===== src/rtl/seq_mul_if.sv =====
// seq_mul_if: bundles every non-clock signal of the bit-serial multiplier driver.
//   master modport: the driver (seq_mul_driver) side.
//   slave modport:  the environment side, meaning the requester plus the multiplier.
// Signals:
//   start/ready          request handshake; a_in/b_in are sampled on an accepted start
//   mul_out              multiplicand, held for the whole frame
//   seq_reset            one-cycle clear pulse to the multiplier
//   bit_out/bit_valid    serial multiplier, LSB first
//   prod_in              product returned by the multiplier
//   prod_out/done/err    captured product, completion strobe, mismatch flag
interface seq_mul_if #(
    parameter int WIDTH = 8
);
    logic                   start;
    logic                   ready;
    logic [WIDTH-1:0]       a_in;
    logic [WIDTH-1:0]       b_in;
    logic [WIDTH-1:0]       mul_out;
    logic                   seq_reset;
    logic                   bit_out;
    logic                   bit_valid;
    logic [2*WIDTH-1:0]     prod_in;
    logic [2*WIDTH-1:0]     prod_out;
    logic                   done;
    logic                   err;

    modport master (
        input  start, a_in, b_in, prod_in,
        output ready, mul_out, seq_reset, bit_out, bit_valid, prod_out, done, err
    );

    modport slave (
        output start, a_in, b_in, prod_in,
        input  ready, mul_out, seq_reset, bit_out, bit_valid, prod_out, done, err
    );
endinterface


===== src/rtl/seq_mul_driver.sv =====
// seq_mul_driver: bit-serial operand driver for the sequential multiplier.
// Operation:
//   - Accepts an a/b pair on start while ready is high.
//   - Pulses seq_reset for one cycle.
//   - Shifts b out LSB-first for WIDTH cycles while holding a on mul_out.
//   - Waits DRAIN idle cycles.
//   - Captures prod_in into prod_out, with a one-cycle done strobe.
// Ports:
//   clk    rising-edge clock
//   reset  synchronous active-high reset
//   bus    seq_mul_if.master (handshake, serial stream, product return)
// Parameters:
//   WIDTH  operand width and serial frame length
//   DRAIN  idle cycles between the last bit and the capture (0 allowed)
// Optional build macro: PROD_CHECK_EN.
//   Adds a reference multiplier. err is then raised together with done when
//   prod_in differs from mul_out * b. Without the macro, err is tied low.
//
// state    | meaning
// ---------+--------------------------------------------------------
// ST_IDLE  | ready=1, waiting for start
// ST_CLR   | seq_reset pulse to multiplier
// ST_SHIFT | bit_out = current LSB of multiplier, bit_valid=1
// ST_DRAIN | waiting for the multiplier to settle
// ST_DONE  | prod_out valid, done=1
module seq_mul_driver #(
    parameter int WIDTH = 8,
    parameter int DRAIN = 1
) (
    input  logic         clk,
    input  logic         reset,
    seq_mul_if.master    bus
);
    localparam int CW    = $clog2(WIDTH + 1);
    localparam int DW    = (DRAIN > 0) ? $clog2(DRAIN + 1) : 1;
    localparam int DLOAD = (DRAIN > 0) ? DRAIN - 1 : 0;

    localparam logic [2:0] ST_IDLE  = 3'd0;
    localparam logic [2:0] ST_CLR   = 3'd1;
    localparam logic [2:0] ST_SHIFT = 3'd2;
    localparam logic [2:0] ST_DRAIN = 3'd3;
    localparam logic [2:0] ST_DONE  = 3'd4;

    logic [2:0]         state;
    logic [2:0]         state_nxt;
    logic [CW-1:0]      cnt;
    logic [DW-1:0]      dcnt;
    logic [WIDTH-1:0]   shreg;
    logic [WIDTH-1:0]   mul_q;
    logic [2*WIDTH-1:0] prod_q;
    logic               capture;

    always_comb begin
        state_nxt = state;
        case (state)
            ST_IDLE:  if (bus.start) state_nxt = ST_CLR;
            ST_CLR:   state_nxt = ST_SHIFT;
            ST_SHIFT: if (cnt == CW'(WIDTH - 1))
                          state_nxt = (DRAIN > 0) ? ST_DRAIN : ST_DONE;
            ST_DRAIN: if (dcnt == '0) state_nxt = ST_DONE;
            ST_DONE:  state_nxt = ST_IDLE;
            default:  state_nxt = ST_IDLE;
        endcase
    end

    // The product is sampled on the edge that enters DONE, whichever state we come from.
    assign capture = (state_nxt == ST_DONE) && (state != ST_DONE);

    always_ff @(posedge clk) begin
        if (reset) begin
            state  <= ST_IDLE;
            cnt    <= '0;
            dcnt   <= '0;
            shreg  <= '0;
            mul_q  <= '0;
            prod_q <= '0;
        end else begin
            state <= state_nxt;
            case (state)
                ST_IDLE: begin
                    if (bus.start) begin
                        mul_q <= bus.a_in;
                        shreg <= bus.b_in;
                        cnt   <= '0;
                    end
                end
                ST_SHIFT: begin
                    shreg <= shreg >> 1;
                    cnt   <= cnt + 1'b1;
                    // The drain down-counter is preloaded so that its terminal count
                    // is reached after DRAIN cycles.
                    dcnt  <= DW'(DLOAD);
                end
                ST_DRAIN: begin
                    if (dcnt != '0) dcnt <= dcnt - 1'b1;
                end
                default: ;
            endcase
            if (capture) prod_q <= bus.prod_in;
        end
    end

`ifdef PROD_CHECK_EN
    // Keep an unshifted copy of b, because shreg is consumed during SHIFT.
    logic [WIDTH-1:0]   b_lat;
    logic [2*WIDTH-1:0] ref_prod;
    logic               err_q;

    assign ref_prod = (2*WIDTH)'(mul_q) * (2*WIDTH)'(b_lat);

    always_ff @(posedge clk) begin
        if (reset) begin
            b_lat <= '0;
            err_q <= 1'b0;
        end else begin
            if (state == ST_IDLE && bus.start) b_lat <= bus.b_in;
            // err_q is written every cycle, so it can only be high during DONE.
            err_q <= capture && (bus.prod_in != ref_prod);
        end
    end

    assign bus.err = err_q;
`else
    assign bus.err = 1'b0;
`endif

    assign bus.ready     = (state == ST_IDLE);
    assign bus.seq_reset = (state == ST_CLR);
    assign bus.bit_valid = (state == ST_SHIFT);
    assign bus.bit_out   = (state == ST_SHIFT) & shreg[0];
    assign bus.done      = (state == ST_DONE);
    assign bus.mul_out   = mul_q;
    assign bus.prod_out  = prod_q;
endmodule


===== src/flat_wrapper.sv =====
// flat-port wrapper written by rule: the top's interface ports become plain ports
module seq_mul_driver_flat 
#(
    parameter int WIDTH = 8,
    parameter int DRAIN = 1
)
  (clk, reset, bus_start, bus_a_in, bus_b_in, bus_prod_in, bus_ready, bus_mul_out, bus_seq_reset, bus_bit_out, bus_bit_valid, bus_prod_out, bus_done, bus_err);
  seq_mul_if #(.WIDTH(WIDTH)) bus_i ();
  input  logic clk;
  input  logic reset;
  input wire logic [$bits(bus_i.start)-1:0] bus_start;
  input wire logic [$bits(bus_i.a_in)-1:0] bus_a_in;
  input wire logic [$bits(bus_i.b_in)-1:0] bus_b_in;
  input wire logic [$bits(bus_i.prod_in)-1:0] bus_prod_in;
  output wire logic [$bits(bus_i.ready)-1:0] bus_ready;
  output wire logic [$bits(bus_i.mul_out)-1:0] bus_mul_out;
  output wire logic [$bits(bus_i.seq_reset)-1:0] bus_seq_reset;
  output wire logic [$bits(bus_i.bit_out)-1:0] bus_bit_out;
  output wire logic [$bits(bus_i.bit_valid)-1:0] bus_bit_valid;
  output wire logic [$bits(bus_i.prod_out)-1:0] bus_prod_out;
  output wire logic [$bits(bus_i.done)-1:0] bus_done;
  output wire logic [$bits(bus_i.err)-1:0] bus_err;
  assign bus_i.start = bus_start;
  assign bus_i.a_in = bus_a_in;
  assign bus_i.b_in = bus_b_in;
  assign bus_i.prod_in = bus_prod_in;
  assign bus_ready = bus_i.ready;
  assign bus_mul_out = bus_i.mul_out;
  assign bus_seq_reset = bus_i.seq_reset;
  assign bus_bit_out = bus_i.bit_out;
  assign bus_bit_valid = bus_i.bit_valid;
  assign bus_prod_out = bus_i.prod_out;
  assign bus_done = bus_i.done;
  assign bus_err = bus_i.err;
  seq_mul_driver #(.WIDTH(WIDTH), .DRAIN(DRAIN)) u_core (.clk(clk), .reset(reset), .bus(bus_i));
endmodule

===== config.mk =====
export PLATFORM = sky130hd
export DESIGN_NAME = seq_mul_driver_flat
export DESIGN_NICKNAME = d
export VERILOG_FILES = /design/src/rtl/seq_mul_if.sv /design/src/rtl/seq_mul_driver.sv /design/src/flat_wrapper.sv
export SDC_FILE = /design/constraint.sdc
export NUM_CORES = 1
export LEC_CHECK = 0
export BUFFER_PORTS_ARGS = -buffer_cell sky130_fd_sc_hd__buf_4
export CAP_MARGIN = 30
export CORE_ASPECT_RATIO = 1.1
export CORE_MARGIN = 2
export CORE_UTILIZATION = 50
export CTS_CLUSTER_SIZE = 20
export DETAILED_ROUTE_END_ITERATION = 7
export GPL_ROUTABILITY_DRIVEN = 0
export PLACE_DENSITY = 0.93
export SLEW_MARGIN = 15
export SYNTH_ARGS = -nofsm -noshare
export SYNTH_HDL_FRONTEND = slang
export SYNTH_SLANG_ARGS = --single-unit
export TNS_END_PERCENT = 5

===== constraint.sdc =====
create_clock -name clk -period 4.35 [get_ports clk]
set_clock_uncertainty 0.2 [all_clocks]
set_input_delay 0.87 -clock clk [delete_from_list [all_inputs] [get_ports clk]]
set_output_delay 0.87 -clock clk [all_outputs]
set_load 0.05 [all_outputs]

Word level (Yosys, flattened, before mapping)
Index checks and enable logic that the tools add are counted.
- bitwise gates (word level): 1
- reductions and logical operators: 6
- equal/unequal tests: 8
- muxes and demuxes: 10
- $add $sub $neg: 2
- operator list (operator ; number):
    case mux 8 bit (2 select lines) ; 1
    case mux 3 bit (4 select lines) ; 1
    2-to-1 mux 3 bit ; 3
    2-to-1 mux 8 bit ; 1
    case mux 4 bit (2 select lines) ; 1
    == test 3 x 2 -> 1 bit (second input constant) ; 2
    == test 3 bit (second input constant) ; 2
    adder 4 x 1 -> 4 bit (second input constant) ; 1
    == test 4 x 3 -> 1 bit (second input constant) ; 1
    2-to-1 mux 4 bit ; 1
    AND reduction 2 bit ; 2
    nonzero test 2 bit ; 2
    == test 3 x 1 -> 1 bit (second input constant) ; 1
    zero test 3 bit ; 1
    inequality test 3 bit (second input constant) ; 1
    inequality test 2 bit (second input constant) ; 1
    case mux 1 bit (2 select lines) ; 1
    AND 1 bit ; 1
    logical AND 1 bit ; 1
    2-to-1 mux 1 bit ; 1
    subtractor 1 bit (second input constant) ; 1
- input port bits: 35
- register bits after elaboration: 40
- logic and storage cells: 33

Depth between registers and ports, before layout
Gate-level depths: netlist of the first run.
- depth after elaboration: 5
- gate-level depth with buffers: 6
- mapped depth without buffers: 4

Worst setup path after synthesis of the first run
No wires, ideal clock.
- path type: register to output
- start: register u_core.state[2]
- end: output bus_done
- path slack: 1641 ps
- stages on the path, launching flop included: 3
- arrival time: 1639 ps
- cells stage by stage: dfxtp_1 buf_2 nor3b_1
- longest elaborated chain between the ends: 1
- ends and longest elaborated chain (item ; RTL line ; text):
    from (decl) ; seq_mul_driver.sv:44 ; logic [2:0] state;
    from (signal assigned) ; seq_mul_driver.sv:78 ; state <= state_nxt;
    == test 3 bit ; seq_mul_driver.sv:131 ; assign bus.done = (state == ST_DONE);
    to (decl) ; flat_wrapper.sv:21 ; output wire logic [$bits(bus_i.done)-1:0] bus_done;
No other way between the ends.

Worst setup path after layout of the first run
- start: register u_core.state[1]
- end: output bus_bit_out
- longest elaborated chain between the ends: 2
- ends and longest elaborated chain (item ; RTL line ; text):
    == test 3 x 2 -> 1 bit ; seq_mul_driver.sv:130 ; assign bus.bit_out = (state == ST_SHIFT) & shreg[0];
    AND 1 bit ; seq_mul_driver.sv:130 ;
    to (decl) ; flat_wrapper.sv:18 ; output wire logic [$bits(bus_i.bit_out)-1:0] bus_bit_out;
No other way between the ends.

==> load_flow_metrics.sql, run 1 <==
INSERT INTO impl_metrics (metric_group, metric, value, unit) VALUES
('run_status', 'run_status', 'completed', ''),
('min_path', 'whs_path_depth', '2', ''),
('routing', 'wire_per_inst', '12.2', 'um'),
('floorplanning', 'die_w', '57.3', 'um'),
('synth', 'syn-num-nets', '217', ''),
('floorplanning', 'design.die.area', '3590', 'sq um'),
('clock_tree', 'htreeDepth', '2', ''),
('cells_and_area', 'final_net_count', '271', ''),
('grt', 'number_of_antenna_violations_at_the_first_check_in_global_routing', '0', ''),
('clock_tree', 'cts.reportedPaths.clkPinSlew', '0.11', 'ns'),
('floorplanning', 'core_area', '3020', 'sq um'),
('synth', 'post_synthesis_register_bit_count', '39', ''),
('clock_tree', 'clock_path_buffers', '2', ''),
('grt', 'grt-busiest-layer', 'met2', ''),
('critical_path', 'crit_path_cell_trace', 'or3b_4, clkinv_4, and2_1, buf_4', ''),
('synth', 'post_synth_inst_count', '181', ''),
('grt', 'globalRouteMet1Util', '0.223', ''),
('grt', 'grt_util_met2', '0.306', ''),
('floorplanning', 'ios', '65', ''),
('critical_path', 'worstPathRequired', '3.28', 'ns'),
('grt', 'grt_pass1_wl', '5.38', 'mm'),
('min_path', 'min-delay-path-class', 'flop to flop', ''),
('critical_path', 'cp.arrival', '1.85', 'ns'),
('timing', 'setup_viol_count_final', '0', ''),
('timing', 'report.final.hold_viol_count', '0', ''),
('place', 'pre_cts_slack', '1.79', 'ns'),
('synth', 'synth_cell_type_count', '29', ''),
('critical_path', 'crit_path_max_incr_delay', '0.53', 'ns'),
('place', 'numPortBuffers', '63', ''),
('cells_and_area', 'fraction_of_layout_instances_using_a_drive_strength_above_1', '0.322', ''),
('power', 'p_leak', '0.839', 'nW'),
('critical_path', 'r2r_cells', '3', ''),
('power', 'power.density', '349', 'nW/um^2'),
('grt', 'global_route.overflow_total', '0', ''),
('routing', 'route.antenna.remaining_nets', '0', ''),
('synth', 'avgSynthCellArea', '8.64', 'sq um'),
('clock_tree', 'clkLatencyLatePin', '0.34', 'ns'),
('routing', 'wl', '3.30', 'mm'),
('routing', 'avgViaCountPerCell', '5.19', ''),
('timing', 'worst_hold_slack', '0.264', 'ns'),
('synth', 'yosysSeqAreaShare', '0.499', ''),
('place', 'placedCellCount', '262', ''),
('grt', 'grt_pass1_vias', '1232', ''),
('clock_tree', 'cts-buffers-inserted', '5', ''),
('cells_and_area', 'antennaDiodeCount', '0', ''),
('critical_path', 'end_kind', 'primary output', ''),
('clock_tree', 'cts_tree', 'done', ''),
('clock_tree', 'clkSinkCount', '39', ''),
('timing', 'slew_of_the_pin_with_the_lowest_slew_margin', '0.849', 'ns'),
('place', 'post-dp-hpwl', '2.23', 'mm'),
('synth', 'synth.cell_area', '1560', 'sq um'),
('timing', 'period_minus_slack', '2.92', 'ns'),
('cells_and_area', 'postLayoutCoreUtil', '0.670', ''),
('timing', 'setup_repair_after_global_routing_missed_its_margin', 'no', ''),
('timing', 'max-slew-margin-rel', '0.432', ''),
('power', 'ir_worst_vdd', '0.000251', 'V'),
('timing', 'fmaxAchievable', '342', 'MHz'),
('floorplanning', 'die_y', '62.7', 'um'),
('grt', 'global_route.usage.met3', '0.0787', ''),
('critical_path', 'timing.setup.critical_path_class', 'flop to primary output', ''),
('clock_tree', 'post_cts.resized_instances', '0', ''),
('routing', 'detailedRoute.firstIterationViolations', '61', ''),
('grt', 'track_usage', '0.194', ''),
('cells_and_area', 'area_delta_synth_final', '29.4', '%'),
('timing', 'totalNegativeSetupSlack', '0', 'ns'),
('timing', 'postLayoutSetupSlackWorst', '1.43', 'ns'),
('timing', 'period_share', '0.671', ''),
('routing', 'drt_drc_violations_left', '0', ''),
('critical_path', 'timing.critical_path.from_type', 'flop', ''),
('cells_and_area', 'multi_input_comb_area', '669', 'sq um'),
('floorplanning', 'rows', '21', ''),
('timing', 'slew_viol_final', '0', ''),
('grt', 'grt_max_degree', '40', ''),
('routing', 'via_count', '1400', ''),
('cells_and_area', 'regArea', '781', 'sq um'),
('synth', 'yosysWarnings', '0', ''),
('cells_and_area', 'finalNonFillerCells', '270', ''),
('job', 'cap_violations', '0', ''),
('routing', 'first_pass_iters', '4', ''),
('critical_path', 'critical_path.slowest_cell', 'sky130_fd_sc_hd__dfxtp_1', ''),
('cells_and_area', 'final.fill_count', '238', ''),
('clock_tree', 'post-cts-setup-buffers', '0', ''),
('clock_tree', 'cts.root.buffer_cell', 'sky130_fd_sc_hd__clkbuf_4', ''),
('floorplanning', 'start_util', '0.518', ''),
('critical_path', 'worstPathMaxFanout', '17', ''),
('clock_tree', 'ctsHoldBuffers', '0', '');
-- critical path, delay by kind of cell, from the launching register on --
kind          cells  cell delay, ns
buf+inv           2            0.34
simple gates      2            0.65
flops             1            0.53
-- power by group --
part / internal (mW) / switching, mW
registers: 0.374 / 0.0134
logic: 0.0556 / 0.0892
clock network: 0.0631 / 0.111
total: 0.493 / 0.214
-- registers in the layout (all words and copies together) (netlist names) --
name	flops
u_core.bus.mul_out	8
u_core.cnt	4
u_core.bus.prod_out	16
u_core.state	3
u_core.shreg	8
-- cells in the mapped netlist (all sizes together) --
cell type / number / area [sq um]
nand2: 51 / 191
dfxtp: 39 / 781
a21oi: 35 / 183
buf: 10 / 82.6
nand3: 10 / 55.1
a22oi: 7 / 52.6
clkbuf: 6 / 22.5
nor3: 3 / 15.0
a311oi: 2 / 17.5
nand2b: 2 / 12.5
nor3b: 2 / 15.0
a41oi: 1 / 8.76
and2: 1 / 6.26
and3b: 1 / 8.76
clkinv: 1 / 8.76
conb: 1 / 3.75
ha: 1 / 12.5
mux2i: 1 / 10.0
nand3b: 1 / 7.51
nand4b: 1 / 8.76
nor2: 1 / 3.75
nor4b: 1 / 23.8
or3b: 1 / 11.3
or4b: 1 / 13.8
xnor2: 1 / 8.76
-- per-layer routing --
layer / up-vias / wire, um
met4: 0 / 70
met3: 6 / 228
met2: 47 / 1550
met1: 627 / 1450
li1: 720 / -
met5: - / 0
-- layout by cell type, fill, tap and decap left out, types with 2 or more instances in the layout --
cell                        n
sky130_fd_sc_hd__buf_4     63
sky130_fd_sc_hd__a21oi_1   33
sky130_fd_sc_hd__nand3_1    9
sky130_fd_sc_hd__clkbuf_4   5
sky130_fd_sc_hd__a311oi_1   2
sky130_fd_sc_hd__dfxtp_1   39
sky130_fd_sc_hd__clkbuf_1   2
sky130_fd_sc_hd__nor3_1     3
sky130_fd_sc_hd__nand2_1   51
sky130_fd_sc_hd__a21oi_2    2
sky130_fd_sc_hd__nor3b_1    2
sky130_fd_sc_hd__nand2b_1   2
sky130_fd_sc_hd__a22oi_1    7
-- worst paths after layout --
| path | startpoint | end | slack, ns |
|---|---|---|---|
| worst max-delay path | u_core.state[1]$_SDFF_PP0_ | bus_bit_out | 1.43 |
| worst min register to register | u_core.bus.prod_out[2]$_SDFFE_PP0P_ | u_core.bus.prod_out[2]$_SDFFE_PP0P_ | 0.26 |
| worst max register to register | u_core.state[0]$_SDFF_PP0_ | u_core.shreg[7]$_SDFFE_PP0P_ | 2.50 |
| worst min-delay path | u_core.bus.prod_out[2]$_SDFFE_PP0P_ | u_core.bus.prod_out[2]$_SDFFE_PP0P_ | 0.26 |
-- area by class of cell --
cell class,instances,area share
multi-input combinational,125,0.331
timing repair buffer,63,0.234
clock inverter,1,0.00247
inverter,1,0.00433
tap,34,0.0210
clock buffer,7,0.0222
sequential,39,0.386
-- through the flow --
step / instance area, sq um / power, mW
after floorplan: 1560 / 0.500
after global placement: 1970 / 0.538
after detailed placement: 1970 / 0.540
after CTS: 2020 / 0.715
after global routing: 2020 / 0.746
final: 2020 / 0.706
-- kinds of logic after synthesis --
logic type / share of synthesized area
muxes: 0.00640
AOI/OAI and AO/OA: 0.167
DFF: 0.499
buffers and inverters: 0.0728
adders and majority gates: 0.00800
other: 0.00240
xor gates and xnor gates: 0.00560
and+or+nand+nor: 0.238
No activity file was read; power rests on OpenSTA's default activity.
==> run 2, diff against run 1 <==
--- a/config.mk
+++ b/config.mk
@@ -9,11 +9,11 @@
 export CAP_MARGIN = 30
 export CORE_ASPECT_RATIO = 1.1
 export CORE_MARGIN = 2
-export CORE_UTILIZATION = 50
+export CORE_UTILIZATION = 47
 export CTS_CLUSTER_SIZE = 20
 export DETAILED_ROUTE_END_ITERATION = 7
 export GPL_ROUTABILITY_DRIVEN = 0
-export PLACE_DENSITY = 0.93
+export PLACE_DENSITY = 0.89
 export SLEW_MARGIN = 15
 export SYNTH_ARGS = -nofsm -noshare
 export SYNTH_HDL_FRONTEND = slang
==> constraint.sdc (replaced) <==
create_clock -name clk -period 3 [get_ports clk]
set_clock_uncertainty 0.2 [all_clocks]
set_input_delay 0.6 -clock clk [delete_from_list [all_inputs] [get_ports clk]]
set_output_delay 0.6 -clock clk [all_outputs]
set_load 0.05 [all_outputs]
==> load_flow_metrics.sql, run 2 (synthesis results as in run 1) <==
INSERT INTO impl_metrics (metric_group, metric, value, unit) VALUES
('timing', 'slew_viol_final', '0', ''),
('clock_tree', 'clock_path_buffers', '2', ''),
('grt', 'grt_pass1_wl', '5.51', 'mm'),
('power', 'total_power', '1.04', 'mW'),
('cells_and_area', 'fraction_of_layout_instances_using_a_drive_strength_above_1', '0.328', ''),
('grt', 'global_route.overflow_total', '0', ''),
('place', 'numPortBuffers', '63', ''),
('floorplanning', 'core_area', '3100', 'sq um'),
('power', 'power.switching_fraction', '0.297', ''),
('grt', 'number_of_antenna_violations_at_the_first_check_in_global_routing', '0', ''),
('critical_path', 'timing.setup.critical_path_class', 'flop to primary output', ''),
('timing', 'setup_repair_after_global_routing_missed_its_margin', 'no', ''),
('clock_tree', 'clkSinkCount', '39', ''),
('critical_path', 'crit_path_end', 'bus_bit_out', ''),
('place', 'placedCellCount', '262', ''),
('critical_path', 'worstPathRequired', '2.20', 'ns'),
('routing', 'first_pass_iters', '4', ''),
('cells_and_area', 'antennaDiodeCount', '0', ''),
('cells_and_area', 'area_delta_synth_final', '29.8', '%'),
('routing', 'drt_drc_violations_left', '0', ''),
('clock_tree', 'cts.reportedPaths.clkPinSlew', '0.11', 'ns'),
('place', 'post-dp-hpwl', '2.21', 'mm'),
('floorplanning', 'die_w', '59', 'um'),
('cells_and_area', 'final_net_count', '271', ''),
('cells_and_area', 'largest_reg_flops', '16', ''),
('critical_path', 'r2r_cells', '4', ''),
('power', 'p_leak', '0.844', 'nW'),
('critical_path', 'timing.critical_path.from_type', 'flop', ''),
('timing', 'postLayoutSetupSlackWorst', '0.324', 'ns'),
('floorplanning', 'die_y', '64.5', 'um'),
('cells_and_area', 'leading_cell_types_in_the_layout_fill_and_taps_excluded', 'sky130_fd_sc_hd__buf_4 (63), sky130_fd_sc_hd__nand2_1 (51), sky130_fd_sc_hd__dfxtp_1 (39), sky130_fd_sc_hd__a21oi_1 (33), sky130_fd_sc_hd__nand3_1 (9)', ''),
('clock_tree', 'cts_tree', 'done', ''),
('timing', 'setup_viol_count_final', '0', ''),
('routing', 'avgViaCountPerCell', '5.22', ''),
('cells_and_area', 'layout_commonest_cell', 'sky130_fd_sc_hd__buf_4', ''),
('power', 'power.combinational.fraction', '0.202', ''),
('grt', 'grt_max_degree', '40', ''),
('routing', 'route.antenna.remaining_nets', '0', ''),
('floorplanning', 'start_util', '0.504', ''),
('floorplanning', 'rows', '21', ''),
('clock_tree', 'cts.root.buffer_cell', 'sky130_fd_sc_hd__clkbuf_4', ''),
('clock_tree', 'post-cts-setup-buffers', '0', ''),
('clock_tree', 'htreeDepth', '2', ''),
('place', 'placed_cell_area', '1970', 'sq um'),
('routing', 'wl', '3.36', 'mm'),
('critical_path', 'timing.rr.start', 'u_core.state[1]$_SDFF_PP0_', ''),
('routing', 'via_count', '1403', ''),
('cells_and_area', 'postLayoutCoreUtil', '0.655', ''),
('clock_tree', 'clkLatencyLatePin', '0.34', 'ns'),
('run_status', 'run_status', 'completed', ''),
('cells_and_area', 'post-route-cell-area', '2030', 'sq um'),
('min_path', 'whs_path_depth', '2', ''),
('timing', 'fmaxAchievable', '374', 'MHz'),
('routing', 'detailedRoute.firstIterationViolations', '69', ''),
('timing', 'worst_hold_slack', '0.262', 'ns'),
('timing', 'slew_of_the_pin_with_the_lowest_slew_margin', '0.832', 'ns'),
('routing', 'wire_per_inst', '12.5', 'um'),
('critical_path', 'worst_setup_path_startpoint', 'u_core.state[1]$_SDFF_PP0_', ''),
('critical_path', 'end_kind', 'primary output', ''),
('critical_path', 'cp.arrival', '1.88', 'ns'),
('min_path', 'min-delay-path-class', 'flop to flop', ''),
('timing', 'report.final.hold_viol_count', '0', ''),
('floorplanning', 'ios', '65', ''),
('clock_tree', 'cts-buffers-inserted', '5', ''),
('timing', 'totalNegativeSetupSlack', '0', 'ns'),
('critical_path', 'worstPathMaxFanout', '17', ''),
('critical_path', 'worst_r2r_endpoint', 'u_core.cnt[3]$_SDFFE_PP0P_', ''),
('job', 'cap_violations', '0', ''),
('grt', 'track_usage', '0.189', ''),
('clock_tree', 'ctsHoldBuffers', '0', ''),
('cells_and_area', 'finalNonFillerCells', '269', ''),
('grt', 'grt_pass1_vias', '1282', ''),
('place', 'pre_cts_slack', '0.720', 'ns'),
('power', 'ir_worst_vdd', '0.000291', 'V'),
('timing', 'period_minus_slack', '2.68', 'ns'),
('power', 'sequentialPowerShare', '0.539', ''),
('clock_tree', 'post_cts.resized_instances', '0', ''),
('power', 'power.density', '513', 'nW/um^2'),
('power', 'power.internal', '0.732', 'mW'),
('power', 'power_switching', '0.310', 'mW'),
('power', 'clkPwrFrac', '0.258', ''),
('floorplanning', 'design.die.area', '3810', 'sq um'),
('timing', 'max-slew-margin-rel', '0.443', ''),
('timing', 'period_share', '0.892', ''),
('critical_path', 'r2r_slack', '1.09', 'ns');
==> run 2: cell types whose count changed in the layout (fill, tap and decap cells not counted) <==
cell | before | now
sky130_fd_sc_hd__clkbuf_1 | 2 | 0
sky130_fd_sc_hd__clkbuf_8 | 0 | 1
==> run 2: how the worst min path moves through the flow <==
stage,from,to,slack [ns]
6_report,u_core.bus.prod_out[11]$_SDFFE_PP0P_,u_core.bus.prod_out[11]$_SDFFE_PP0P_,0.26
5_1_grt,bus_prod_in[7],u_core.bus.prod_out[7]$_SDFFE_PP0P_,0.28
4_1_cts,u_core.bus.prod_out[0]$_SDFFE_PP0P_,u_core.bus.prod_out[0]$_SDFFE_PP0P_,0.26
3_5_place_dp,u_core.bus.prod_out[0]$_SDFFE_PP0P_,u_core.bus.prod_out[0]$_SDFFE_PP0P_,0.25
3_3_place_gp,u_core.bus.prod_out[10]$_SDFFE_PP0P_,u_core.bus.prod_out[10]$_SDFFE_PP0P_,0.24
2_1_floorplan,u_core.cnt[3]$_SDFFE_PP0P_,u_core.cnt[3]$_SDFFE_PP0P_,0.24
==> run 2: layout make-up <==
type	instances	area, sq um
sequential	39	781
clock inverter	1	5.00
fill	280	1070
inverter	1	8.76
timing repair buffer	63	473
multi-input combinational	125	669
clock buffer	6	51.3
tap	34	42.5
==> run 2: power groups by stage <==
stage	combinational (mW)	clock (mW)	sequential (mW)
final	0.210	0.269	0.562
after global routing	0.227	0.301	0.566
after CTS	0.212	0.278	0.561
after detailed placement	0.211	0	0.573
after global placement	0.209	0	0.572
after floorplan	0.120	0	0.605
==> run 2: critical path, cell delays in order, from the launching register on <==
cell,delay (ns)
sky130_fd_sc_hd__dfxtp_1,0.54
sky130_fd_sc_hd__or3b_4,0.52
sky130_fd_sc_hd__clkinv_4,0.15
sky130_fd_sc_hd__and2_1,0.14
sky130_fd_sc_hd__buf_4,0.19
==> run 2: layer usage <==
| metal | global-route usage | vias to the layer above | routed length (um) |
|---|---|---|---|
| met2 | 0.304 | 35 | 1650 |
| met5 | 0 | - | 0 |
| met3 | 0.0539 | 8 | 168 |
| met1 | 0.224 | 642 | 1470 |
| met4 | 0.0994 | 0 | 67 |
| li1 | - | 718 | - |
